`src/rtl/card_color_if.sv`:
```
// Colour-computation handshake and table read port between the game controller and the
// card colour generator.
interface card_color_if #(
    parameter int unsigned IDX_W   = 4,
    parameter int unsigned COLOR_W = 4
);
    logic               compute_colors;
    logic               computing_colors_finished;
    logic               colors_valid;
    logic [IDX_W-1:0]   card_index;
    logic [COLOR_W-1:0] card_color;

    modport master (
        output compute_colors,
        output card_index,
        input  computing_colors_finished,
        input  colors_valid,
        input  card_color
    );

    modport slave (
        input  compute_colors,
        input  card_index,
        output computing_colors_finished,
        output colors_valid,
        output card_color
    );
endinterface

```
`src/rtl/card_color_generator.sv`:
```
// Fills a card colour table with NUM_CARDS/2 colour pairs and Fisher-Yates shuffles it in
// place using a free-running LFSR, then serves the table through a registered read port.
module card_color_generator #(
    parameter int unsigned NUM_CARDS = 16,
    parameter int unsigned COLOR_W   = 4,
    parameter logic [15:0] SEED      = 16'hACE1
) (
    input  logic         clk,
    input  logic         rst,
    card_color_if.slave  bus
);
    localparam int unsigned IDX_W = $clog2(NUM_CARDS);
    localparam logic [IDX_W-1:0] LastIdx   = IDX_W'(NUM_CARDS - 1);
    localparam logic [IDX_W:0]   NumCardsW = (IDX_W + 1)'(NUM_CARDS);

    typedef enum logic [1:0] {StIdle, StFill, StShuffle, StDone} state_e;

    state_e             state_q, state_d;
    logic [IDX_W-1:0]   idx_q, idx_d;
    logic [15:0]        lfsr_q, lfsr_d;
    logic [COLOR_W-1:0] tbl_q [NUM_CARDS];
    logic [COLOR_W-1:0] tbl_d [NUM_CARDS];
    logic               finished_q, finished_d;
    logic               valid_q, valid_d;
    logic [COLOR_W-1:0] color_q, color_d;

    logic [IDX_W-1:0]   swap_j;
    logic               accept;

    // Random swap partner; draws above the current index are rejected and retried.
    assign swap_j = lfsr_q[IDX_W-1:0];
    assign accept = (swap_j <= idx_q);

    // State register plus all datapath registers.
    always_ff @(posedge clk) begin
        if (rst) begin
            state_q    <= StIdle;
            idx_q      <= '0;
            lfsr_q     <= SEED;
            tbl_q      <= '{default: '0};
            finished_q <= 1'b0;
            valid_q    <= 1'b0;
            color_q    <= '0;
        end else begin
            state_q    <= state_d;
            idx_q      <= idx_d;
            lfsr_q     <= lfsr_d;
            tbl_q      <= tbl_d;
            finished_q <= finished_d;
            valid_q    <= valid_d;
            color_q    <= color_d;
        end
    end

    // Next-state decode; a new run only starts from idle, so a trailing request in DONE
    // must first be seen low.
    always_comb begin
        state_d = state_q;
        unique case (state_q)
            StIdle:    if (bus.compute_colors) state_d = StFill;
            StFill:    if (idx_q == LastIdx) state_d = StShuffle;
            StShuffle: if (accept && (idx_q == IDX_W'(1))) state_d = StDone;
            StDone:    if (!bus.compute_colors) state_d = StIdle;
        endcase
    end

    // Table fill/shuffle, index counter, LFSR, flags and read port next values.
    always_comb begin
        idx_d   = idx_q;
        tbl_d   = tbl_q;
        lfsr_d  = {lfsr_q[14:0], lfsr_q[15] ^ lfsr_q[13] ^ lfsr_q[12] ^ lfsr_q[10]};
        valid_d = valid_q;
        unique case (state_q)
            StIdle: idx_d = '0;
            StFill: begin
                tbl_d[idx_q] = COLOR_W'(idx_q >> 1);
                valid_d      = 1'b0;
                // Index stays at the last card, which is where the shuffle starts.
                if (idx_q != LastIdx) idx_d = idx_q + IDX_W'(1);
            end
            StShuffle: begin
                if (accept) begin
                    tbl_d[idx_q]  = tbl_q[swap_j];
                    tbl_d[swap_j] = tbl_q[idx_q];
                    idx_d         = idx_q - IDX_W'(1);
                end
            end
            StDone: ;
        endcase
        if (state_d == StDone) valid_d = 1'b1;
        finished_d = (state_d == StDone);
        color_d    = ({1'b0, bus.card_index} < NumCardsW) ? tbl_q[bus.card_index] : '0;
    end

    assign bus.computing_colors_finished = finished_q;
    assign bus.colors_valid              = valid_q;
    assign bus.card_color                = color_q;
endmodule
```
`src/flat_wrapper.sv`:
```
// flat-port wrapper written by rule: the top's interface ports become plain ports
module card_color_generator_flat 
#(
    parameter int unsigned NUM_CARDS = 16,
    parameter int unsigned COLOR_W   = 4,
    parameter logic [15:0] SEED      = 16'hACE1
)
  (clk, rst, bus_compute_colors, bus_card_index, bus_computing_colors_finished, bus_colors_valid, bus_card_color);
  card_color_if #(.COLOR_W(COLOR_W)) bus_i ();
  input  logic clk;
  input  logic rst;
  input wire logic [$bits(bus_i.compute_colors)-1:0] bus_compute_colors;
  input wire logic [$bits(bus_i.card_index)-1:0] bus_card_index;
  output wire logic [$bits(bus_i.computing_colors_finished)-1:0] bus_computing_colors_finished;
  output wire logic [$bits(bus_i.colors_valid)-1:0] bus_colors_valid;
  output wire logic [$bits(bus_i.card_color)-1:0] bus_card_color;
  assign bus_i.compute_colors = bus_compute_colors;
  assign bus_i.card_index = bus_card_index;
  assign bus_computing_colors_finished = bus_i.computing_colors_finished;
  assign bus_colors_valid = bus_i.colors_valid;
  assign bus_card_color = bus_i.card_color;
  card_color_generator #(.NUM_CARDS(NUM_CARDS), .COLOR_W(COLOR_W), .SEED(SEED)) u_core (.clk(clk), .rst(rst), .bus(bus_i));
endmodule
```
`config.mk`:
```
export PLATFORM = sky130hd
export DESIGN_NAME = card_color_generator_flat
export DESIGN_NICKNAME = d
export VERILOG_FILES = /design/src/rtl/card_color_if.sv /design/src/rtl/card_color_generator.sv /design/src/flat_wrapper.sv
export SDC_FILE = /design/constraint.sdc
export NUM_CORES = 1
export LEC_CHECK = 0
export BUFFER_PORTS_ARGS = -buffer_cell sky130_fd_sc_hd__buf_2
export CAP_MARGIN = 20
export CORE_ASPECT_RATIO = 1.75
export CORE_MARGIN = 5
export CORE_UTILIZATION = 40
export CTS_CLUSTER_DIAMETER = 120
export DETAILED_ROUTE_END_ITERATION = 10
export GPL_TIMING_DRIVEN = 0
export PLACE_DENSITY = 0.62
export SLEW_MARGIN = 20
export SYNTH_ARGS = -nofsm -noshare
export SYNTH_HDL_FRONTEND = slang
export SYNTH_SLANG_ARGS = --single-unit
```
`constraint.sdc`:
```
create_clock -name clk -period 2.58 [get_ports clk]
set_input_delay 0.258 -clock clk [delete_from_list [all_inputs] [get_ports clk]]
set_output_delay 0.258 -clock clk [all_outputs]
set_load 0.03 [all_outputs]
```
==> out/summary.txt, run 1 <==
Status - complete, but fails checks
Failing checks - setup timing
Synthesized cell area - 0.00630 mm²
Fin crit period - 2.60 ns
Die Area - 0.0185 mm²
H-tree levels - 3
Mapped Cells - 694
RePlAce Congestion - 0.992
GR peak layer - met2
Skew-Pair Late Insertion Delay - 0.36 ns
Psw - 1120 µW
Initial Util - 0.408
First-pass GRT wire length - 41.6 mm
Layout area overhead - 20.9%
Post-Syn Nets - 715
Distinct cells, synth - 64
Ranking of synthesized cells by area - dfxtp_1, mux4_2, nand2_1, a22oi_1, nor2_1
CTS tree - built
Post-Layout Cell Count - 936
Largest net degree at the start of global routing - 19
Layout cell share with drive strength beyond 1 - 0.295
Combinational Power Share - 0.185
Leak - 0.00264 µW
Diode count - 0
Drt first-iter violations - 729
Chip Width - 105 µm
Clk pwr share - 0.392
Share of power burned in registers - 0.422
Worst Setup Start Kind - flop
Placed Instances - 890
Clock-pin slew on the worst setup and hold paths - 0.08 ns
Slew HR - 0.410
Worst Max-Slew Pin Slew - 0.884 ns
Met1 usage - 0.344
Overflow after GRT - 0
Global-route met2 utilization - 0.490
# clock sinks - 92
Die Span Y - 176 µm
Core Region - 0.0155 mm²
CTS Hold Bufs - 0
Port bufs - 10
P_int - 2360 µW
CTS Root Cell - clkbuf_16
Seq/Total Area, Yosys - 0.292
DRC - 0
Fmax - 384 MHz
Synthesis Warnings - 0
Critical Path AT - 2.82 ns
Post-synth EDFFs - 0
Final wirelength - 29.0 mm
Area leader, netlist - dfxtp_1
Critical Path Start - u_core.lfsr_q[1]
Sw frac - 0.321
Peak supply drop - 423 µV
Clock buffer depth - 2
Total global-route track usage - 0.303
Final clock skew - 0.0129 ns
Mapped Avg Cell Area - 9.08 µm²
Final setup slack of the worst path - -0.0215 ns
RSZ-0062 raised after global routing - true
Hold Path Depth - 4
Power Density - 456 mW/mm²
Count leader, synth - dfxtp_1
Initial antenna violation count - 0
Num ports - 13
Post-route ant nets - 0
Fin crit share - 1.01
WL/cell - 30.9 µm
Row cnt - 60
Reg-to-reg slack, setup - -0.02 ns
FF-to-FF Start - u_core.lfsr_q[1]
Worst-path fanout max - 10
Hold Path Class - input pin to flop
DR pass1 iterations - 8
WS Path Type - flop to flop
Main synth FF type - dfxtp_1
Asr flop ratio synth - 0
Most frequent cells after synthesis - dfxtp_1, nand2_1, nor2_1, mux4_2, a21oi_1
Min-delay src - bus_compute_colors
Grt met3 use - 0.0600
Setup WS pre-CTS - -0.803 ns
Synth top area share - 0.292
Num CTS Buffers - 9
R2R depth - 8
Endpoints failing hold - 0
Vias in the first global route - 6356
Kind of end point of the critical path - flop
Dpl hpwl - 21.8 mm
Via-per-instance ratio - 6.99
Seq cells post-synth - 92
Max_cap viols - 0
Req. time, crit path - 2.80 ns
Slew Limit Fails - 0
Final setup viols - 3
Detailed-route via count - 6547
Fin nets - 766
[critical path, cell delays in order (launching register included)]
cell and delay (ns):
dfxtp_1 0.35, buf_4 0.21, buf_6 0.17, buf_6 0.16, clkbuf_2 0.25, nor4_1 0.77
nor2_1 0.24, a22oi_1 0.22, a21oi_1 0.09
[path summary, 6_finish.rpt]
path                             to
setup reg to reg   u_core.tbl_q[60]
setup / recovery   u_core.tbl_q[60]
hold / removal    u_core.state_q[0]
hold reg to reg    u_core.lfsr_q[5]
[placed cells by master (no fill, tap or decap), types with 9 or more instances in the layout]
cell type,netlist,final
inv_1,26,22
clkbuf_16,0,9
mux4_2,49,49
buf_4,3,28
buf_2,12,15
nand2_1,90,83
nor2b_1,16,15
nand3_1,25,25
o22ai_1,9,9
a21oi_1,35,27
and2_1,9,10
clkbuf_1,31,15
dfxtp_1,92,88
a31oi_1,14,13
nor2_1,51,47
clkbuf_2,1,11
o21ai_0,34,33
ha_1,14,9
a22oi_1,27,25
o221ai_1,15,10
o32ai_1,9,9
[power groups by stage]
stage	registers (µW)	logic, µW	clock network, µW
after floorplan	1490	334	0
after global placement	1500	511	0
after detailed placement	1500	511	0
after CTS	1470	588	1380
after global routing	1470	669	1430
final	1470	645	1360
[final cells by class]
type                       count  area [µm²]
clock inverter                 7        66.3
multi-input combinational    523        4460
fill                        1495        7850
clock buffer                   9         225
buffer                        53         357
sequential                    92        1850
timing repair buffer          40         315
inverter                      26         109
tap                          186         233
[kinds of logic (layout without fill, tap and decap cells)]
logic type | Yosys count | after routing | synth area share
AO/OA/AOI/OAI | 203 | 203 | 0.225
XOR/XNOR | 3 | 3 | 0.00417
adder cells (fa/ha/maj) | 14 | 14 | 0.0278
buffers and inverters | 80 | 135 | 0.0556
flip-flops | 92 | 92 | 0.292
multiplexers | 68 | 68 | 0.221
AND/OR/NAND/NOR | 234 | 235 | 0.174
[per-stage QoR]
step                      total power, µW   util  hold slack, ns  TNS [ns]  instance area (µm²)
after CTS                            3430  0.475           0.270    -0.110                 7350
after detailed placement             2010  0.430           0.393    -43.57                 6650
after floorplan                      1830      -           0.389         0                 6370
after global routing                 3570  0.493           0.356    -0.410                 7620
final                                3480  0.493           0.273   -0.0348                 7620
after global placement               2010  0.430           0.398    -40.89                 6650
[metal layers]
metal | up-vias | part of all wire
li1 | 2781 | -
met4 | 0 | 0.096
met1 | 3103 | 0.33
met2 | 514 | 0.48
met5 | - | 0
met3 | 149 | 0.095
[registers in the layout (all words and copies together) (netlist names)]
register                              flops
u_core.tbl_q                             64
u_core.lfsr_q                            16
u_core.bus.card_color                     4
u_core.idx_q                              4
u_core.state_q                            2
u_core.bus.colors_valid                   1
u_core.bus.computing_colors_finished      1
[what timing repair did]
action                                  CTS  global route
pin swaps                                 7            10
endpoints found under the setup margin   72            70
cloned                                    0             1
gates resized for setup                  65            54
setup buffers                            21             9
Note: power is estimated with default switching activity, not from simulation.
==> inputs of run 2 (changes only) <==
==> constraint.sdc (replaced) <==
create_clock -name clk -period 2.58 [get_ports clk]
set_input_delay 0.516 -clock clk [delete_from_list [all_inputs] [get_ports clk]]
set_output_delay 0.516 -clock clk [all_outputs]
set_load 0.03 [all_outputs]
==> run 2 against run 1 <==
  * The run still ends with setup timing left
  * Setup slack lost 0.0074 ns
  * Hold slack gained 0.14 ns
  * Utilization is essentially flat
  * Via count increased by 0.41%
  * Cell area about the same
  * Critical path type unchanged
  * Largest cell class unchanged
==> out/summary.txt, run 2 (synthesis results as in run 1) <==
Status - complete, but fails checks
Failing checks - setup timing
Most flop-heavy register - u_core.tbl_q
First-pass GRT wire length - 41.6 mm (unchanged)
Overflow after GRT - 0 (unchanged)
M1 WL - 9.63 mm (-0.22%)
Max_cap viols - 0 (unchanged)
Min-delay src - u_core.lfsr_q[4]
Top flop regs - u_core.tbl_q: 64 flops, u_core.lfsr_q: 16 flops
Final clock skew - 0.0134 ns (+0.000580 ns)
# clock sinks - 92 (unchanged)
Vias in the first global route - 6356 (unchanged)
Initial antenna violation count - 0 (unchanged)
Slew HR - 0.399 (-0.0117)
Highest routed metal layer - met4
Clock-pin slew on the worst setup and hold paths - 0.09 ns (about the same)
Endpoints failing hold - 0 (unchanged)
DR pass1 iterations - 6 (-2)
Worst-path cell with the longest stage delay - nor4_1
H-tree levels - 3 (unchanged)
Row cnt - 60 (unchanged)
Most frequent cells in the layout - dfxtp_1, nand2_1, mux4_2, nor2_1, o21ai_0
Sequential Area - 0.00185 mm² (unchanged)
Kind of end point of the critical path - flop
Dpl hpwl - 21.8 mm (unchanged)
Skew-Pair Late Insertion Delay - 0.36 ns (about the same)
Worst-path fanout max - 10 (unchanged)
Post-route ant nets - 0 (unchanged)
Num ports - 13 (unchanged)
CTS tree - built
Setup WS pre-CTS - -0.803 ns (unchanged)
Critical Path Start - u_core.lfsr_q[1]
Fmax - 383 MHz (-0.28%)
Met2 wire length - 13.7 mm (-0.31%)
Layout cell share with drive strength beyond 1 - 0.297 (+0.00267)
Filler cell count - 1496 (+0.067%)
Top cell by count, worst path - buf_6
Via-per-instance ratio - 7.02 (+0.41%)
Die Area - 0.0185 mm² (unchanged)
Drt first-iter violations - 728 (-0.14%)
Num CTS Buffers - 9 (unchanged)
Peak supply drop - 422 µV (-0.21%)
Largest register FFs - 64 (unchanged)
CP Cell Sequence - buf_4 > buf_6 > buf_6 > clkbuf_2 > nor4_1 > nor2_1 > a22oi_1 > a21oi_1
Final wirelength - 28.9 mm (-0.34%)
Layout area overhead - 20.9% (about the same)
Fin nets - 766 (unchanged)
Worst Max-Slew Pin Slew - 0.902 ns (+0.0175 ns)
WL/cell - 30.8 µm (-0.34%)
Met3 routed WL - 2.73 mm (-0.98%)
Req. time, crit path - 2.81 ns (about the same)
Final setup viols - 3 (unchanged)
RSZ-0062 raised after global routing - true
FF-to-FF Start - u_core.lfsr_q[1]
DRC - 0 (unchanged)
RePlAce Congestion - 0.992 (unchanged)
Worst Setup Start Kind - flop
Fin crit period - 2.61 ns (+0.00739 ns)
Fin crit share - 1.01 (+0.00286)
Power Density - 457 mW/mm² (+0.16%)
Largest net degree at the start of global routing - 19 (unchanged)
Critical Path AT - 2.83 ns (about the same)
Clock buffer depth - 2 (unchanged)
Diode count - 0 (unchanged)
Die Span Y - 176 µm (unchanged)
CTS Hold Bufs - 0 (unchanged)
Total global-route track usage - 0.303 (unchanged)
Chip Width - 105 µm (unchanged)
Hold Path Class - flop to flop
Final TNS setup - -0.0558 ns (-0.0210 ns)
Hold WS - 0.412 ns (+0.139 ns)
Detailed-route via count - 6574 (+0.41%)
Leak - 0.00265 µW (+0.22%)
Slew Limit Fails - 0 (unchanged)
CTS Root Cell - clkbuf_16
Critical Path Max Stage Delay - 0.77 ns (about the same)
Core Region - 0.0155 mm² (unchanged)
Initial Util - 0.408 (unchanged)
Final setup slack of the worst path - -0.0289 ns (-0.00739 ns)
Port bufs - 10 (unchanged)
Multi-input logic area - 0.00446 mm² (unchanged)
Leading cell type in the layout, fill and taps excluded - dfxtp_1
WS Path Type - flop to flop
## run 2: cell types whose count changed in the layout (fill, tap and decap cells not counted), sizes merged
| cell | change |
|---|---|
| buf | -1 |
| clkbuf | +1 |
## run 2: final timing paths
| check | slack [ns] | depth (start not counted) | endpoint |
|---|---|---|---|
| worst max register to register | -0.03 | 8 | u_core.tbl_q[60] |
| worst max-delay path | -0.03 | 8 | u_core.tbl_q[60] |
| worst min register to register | 0.41 | 1 | u_core.lfsr_q[5] |
| worst min-delay path | 0.41 | 1 | u_core.lfsr_q[5] |
## run 2: layout make-up
class,count,share of cell area
plain buffers,53,0.0471
well taps,186,0.0305
flip-flops and latches,92,0.243
repair buffers,40,0.0414
inverters,26,0.0143
multi-input cells,523,0.585
clock buffers,9,0.0296
clock inverters,7,0.00870
## run 2: timing repair
action                                  in CTS  in global routing
endpoints found under the setup margin      72                 73
pin swaps                                    7                 10
gates resized for setup                     65                 57
setup buffers                               21                  9
gates cloned                                 0                  1
## run 2: worst max-delay path, delay by kind of cell, from the launching register on
family / cells / cell delay [ns]
flops: 1 / 0.35
compound gates: 2 / 0.31
buf+inv: 4 / 0.79
simple gates: 2 / 1.01
## run 2: power breakdown
group / internal (µW) / total, µW / switching (µW)
logic: 234 / 644 / 410
clock network: 681 / 1370 / 690
registers: 1440 / 1470 / 23.3
## run 2: metrics by stage
| step | power, µW | cells | util | instance area, µm² |
|---|---|---|---|---|
| floorplan | 1830 | 694 | - | 6370 |
| global placement | 2010 | 890 | 0.430 | 6650 |
| detailed placement | 2010 | 890 | 0.430 | 6650 |
| CTS | 3430 | 926 | 0.475 | 7350 |
| global route | 3570 | 936 | 0.493 | 7620 |
| finish | 3480 | 936 | 0.493 | 7620 |
## run 2: metal layers
layer | up-vias | global-route usage
li1 | 2779 | -
met1 | 3127 | 0.344
met2 | 523 | 0.490
met3 | 145 | 0.0600
met4 | 0 | 0.245
met5 | - | 0
==> inputs of run 3 (changes only) <==
PLACE_DENSITY = unset   (was 0.62)
PLACE_DENSITY_LB_ADDON = 0.1   (was unset)
==> run 3 against run 2 <==
  * The flow now finishes without violations
  * Clock-buffer cell count rose by 1
  * Combinational power rose by 3.3%
  * Non-clock buffer count grew 2
  * Die area is the same
  * Critical path depth rose by 5
  * Setup slack gained 0.065 ns
  * Wire length grew 2.0%
  * Via count barely moved
  * Largest power group is now clock
==> out/summary.txt, run 3 (synthesis results as in run 1) <==
Status - complete, no violations
# clock sinks - 92 (unchanged)
Core Region - 0.0155 mm² (unchanged)
First-pass GRT wire length - 43.0 mm (+3.3%)
Filler cell count - 1459 (-2.5%)
Most flop-heavy register - u_core.tbl_q
Via-per-instance ratio - 7.01 (-0.17%)
Final Instance Area - 0.00774 mm² (+1.6%)
CTS Root Cell - clkbuf_16
Clock-pin slew on the worst setup and hold paths - 0.07 ns (-0.02 ns)
Power Density - 471 mW/mm² (+3.1%)
Final setup viols - 0 (-3)
Req. time, crit path - 2.82 ns (about the same)
Chip Width - 105 µm (unchanged)
Total global-route track usage - 0.314 (+0.0109)
Multi-input logic area - 0.00452 mm² (+1.2%)
Vias in the first global route - 6677 (+5.1%)
Initial antenna violation count - 1 (+1)
Largest net degree at the start of global routing - 17 (-2)
Top flop regs - u_core.tbl_q: 64 flops, u_core.lfsr_q: 16 flops
Endpoints failing hold - 0 (unchanged)
Detailed-route via count - 6577 (+0.046%)
Final wirelength - 29.4 mm (+2.0%)
Placed instance area - 0.00665 mm² (unchanged)
Post-route ant nets - 0 (unchanged)
Critical Path Start - u_core.lfsr_q[0]
Row cnt - 60 (unchanged)
RSZ-0062 raised after global routing - true
DRC - 0 (unchanged)
Kind of end point of the critical path - flop
Slew Limit Fails - 0 (unchanged)
Slew HR - 0.459 (+0.0602)
Final clock skew - 0.00983 ns (-0.00360 ns)
Die Span Y - 176 µm (unchanged)
Final core utilization - 0.500 (+0.00769)
Worst Max-Slew Pin Slew - 0.812 ns (-0.0903 ns)
Diode count - 0 (unchanged)
Die Area - 0.0185 mm² (unchanged)
Num ports - 13 (unchanged)
Largest register FFs - 64 (unchanged)
Sequential Area - 0.00185 mm² (unchanged)
CTS tree - built
Layout area overhead - 22.8%
DR pass1 iterations - 6 (unchanged)
WS Path Type - flop to flop
RePlAce Congestion - 1.03 (+3.5%)
Hold Path Class - flop to flop
Leading cell type in the layout, fill and taps excluded - dfxtp_1
WL/cell - 31.4 µm (+1.8%)
Leak - 0.00268 µW (+0.94%)
Layout cell share with drive strength beyond 1 - 0.310 (+0.0125)
Peak supply drop - 417 µV (-1.1%)
Min-delay src - u_core.lfsr_q[4]
Dpl hpwl - 21.9 mm (+0.42%)
Fin crit share - 0.986 (-0.0250)
Worst-path fanout max - 6 (-4)
Skew-Pair Late Insertion Delay - 0.35 ns (about the same)
Overflow after GRT - 0 (unchanged)
Port bufs - 10 (unchanged)
Fmax - 393 MHz (+2.5%)
CTS Hold Bufs - 0 (unchanged)
Max_cap viols - 0 (unchanged)
Worst Setup Start Kind - flop
Initial Util - 0.408 (unchanged)
Fin nets - 768 (+0.26%)
Num CTS Buffers - 9 (unchanged)
H-tree levels - 3 (unchanged)
Most frequent cells in the layout - dfxtp_1, nand2_1, mux4_2, nor2_1, o21ai_0
Fin crit period - 2.54 ns (-0.0646 ns)
Clock buffer depth - 2 (unchanged)
Drt first-iter violations - 853 (+17%)
Critical Path AT - 2.78 ns (-0.05 ns)
FF-to-FF Start - u_core.lfsr_q[0]
run 3: what timing repair did:
action / 4_1_cts / 5_1_grt
setup endpoints to repair: 76 / 69
cloned: 1 / 0
pin swaps: 11 / 7
setup buffers: 29 / 3
resized for setup: 80 / 55
run 3: path summary, 6_finish.rpt:
path | end | slack, ns | depth (start not counted)
setup / recovery | u_core.tbl_q[35] | 0.04 | 13
hold reg to reg | u_core.lfsr_q[5] | 0.42 | 1
setup reg to reg | u_core.tbl_q[35] | 0.04 | 13
hold / removal | u_core.lfsr_q[5] | 0.42 | 1
run 3: worst max-delay path, stage by stage, from the launching register on:
cell and delay, ns:
dfxtp_2 0.33, buf_6 0.13, buf_12 0.12, clkinvlp_4 0.14
ha_4 0.24, and4_4 0.16, mux2_4 0.29, a31oi_4 0.31
buf_6 0.15, nor3_4 0.05, buf_6 0.15, buf_6 0.12
a32oi_1 0.18, nand2_1 0.06
run 3: report_power, final:
part | switching [µW] | total [µW] | internal (µW)
Combinational | 430 | 665 | 235
Clock | 624 | 1510 | 887
Sequential | 24.5 | 1470 | 1450
run 3: cell type report:
cell class                      instances  area share
Inverter                               26      0.0141
Multi-Input combinational cell        523       0.584
Clock inverter                          6      0.0121
Timing Repair Buffer                   42      0.0414
Sequential cell                        92       0.239
Buffer                                 53      0.0487
Clock buffer                           10      0.0309
Tap cell                              186      0.0301
run 3: through the flow:
stage	total power [µW]	std cells	worst slack, ns	hold WS (ns)	setup TNS, ns
after global placement	2010	890	-0.874	0.396	-48.57
after CTS	3590	936	-0.00239	0.416	-0.00239
after global routing	3740	938	-0.0630	0.439	-0.218
after floorplan	1830	694	0.0106	0.389	0
after detailed placement	2010	890	-0.889	0.398	-50.78
final	3650	938	0.0357	0.415	0
run 3: per-layer routing:
| metal | track usage | vias to the layer above | share of wire |
|---|---|---|---|
| met5 | 0 | - | 0 |
| met3 | 0.0538 | 176 | 0.075 |
| li1 | - | 2785 | - |
| met4 | 0.260 | 0 | 0.11 |
| met1 | 0.335 | 3169 | 0.33 |
| met2 | 0.535 | 447 | 0.48 |
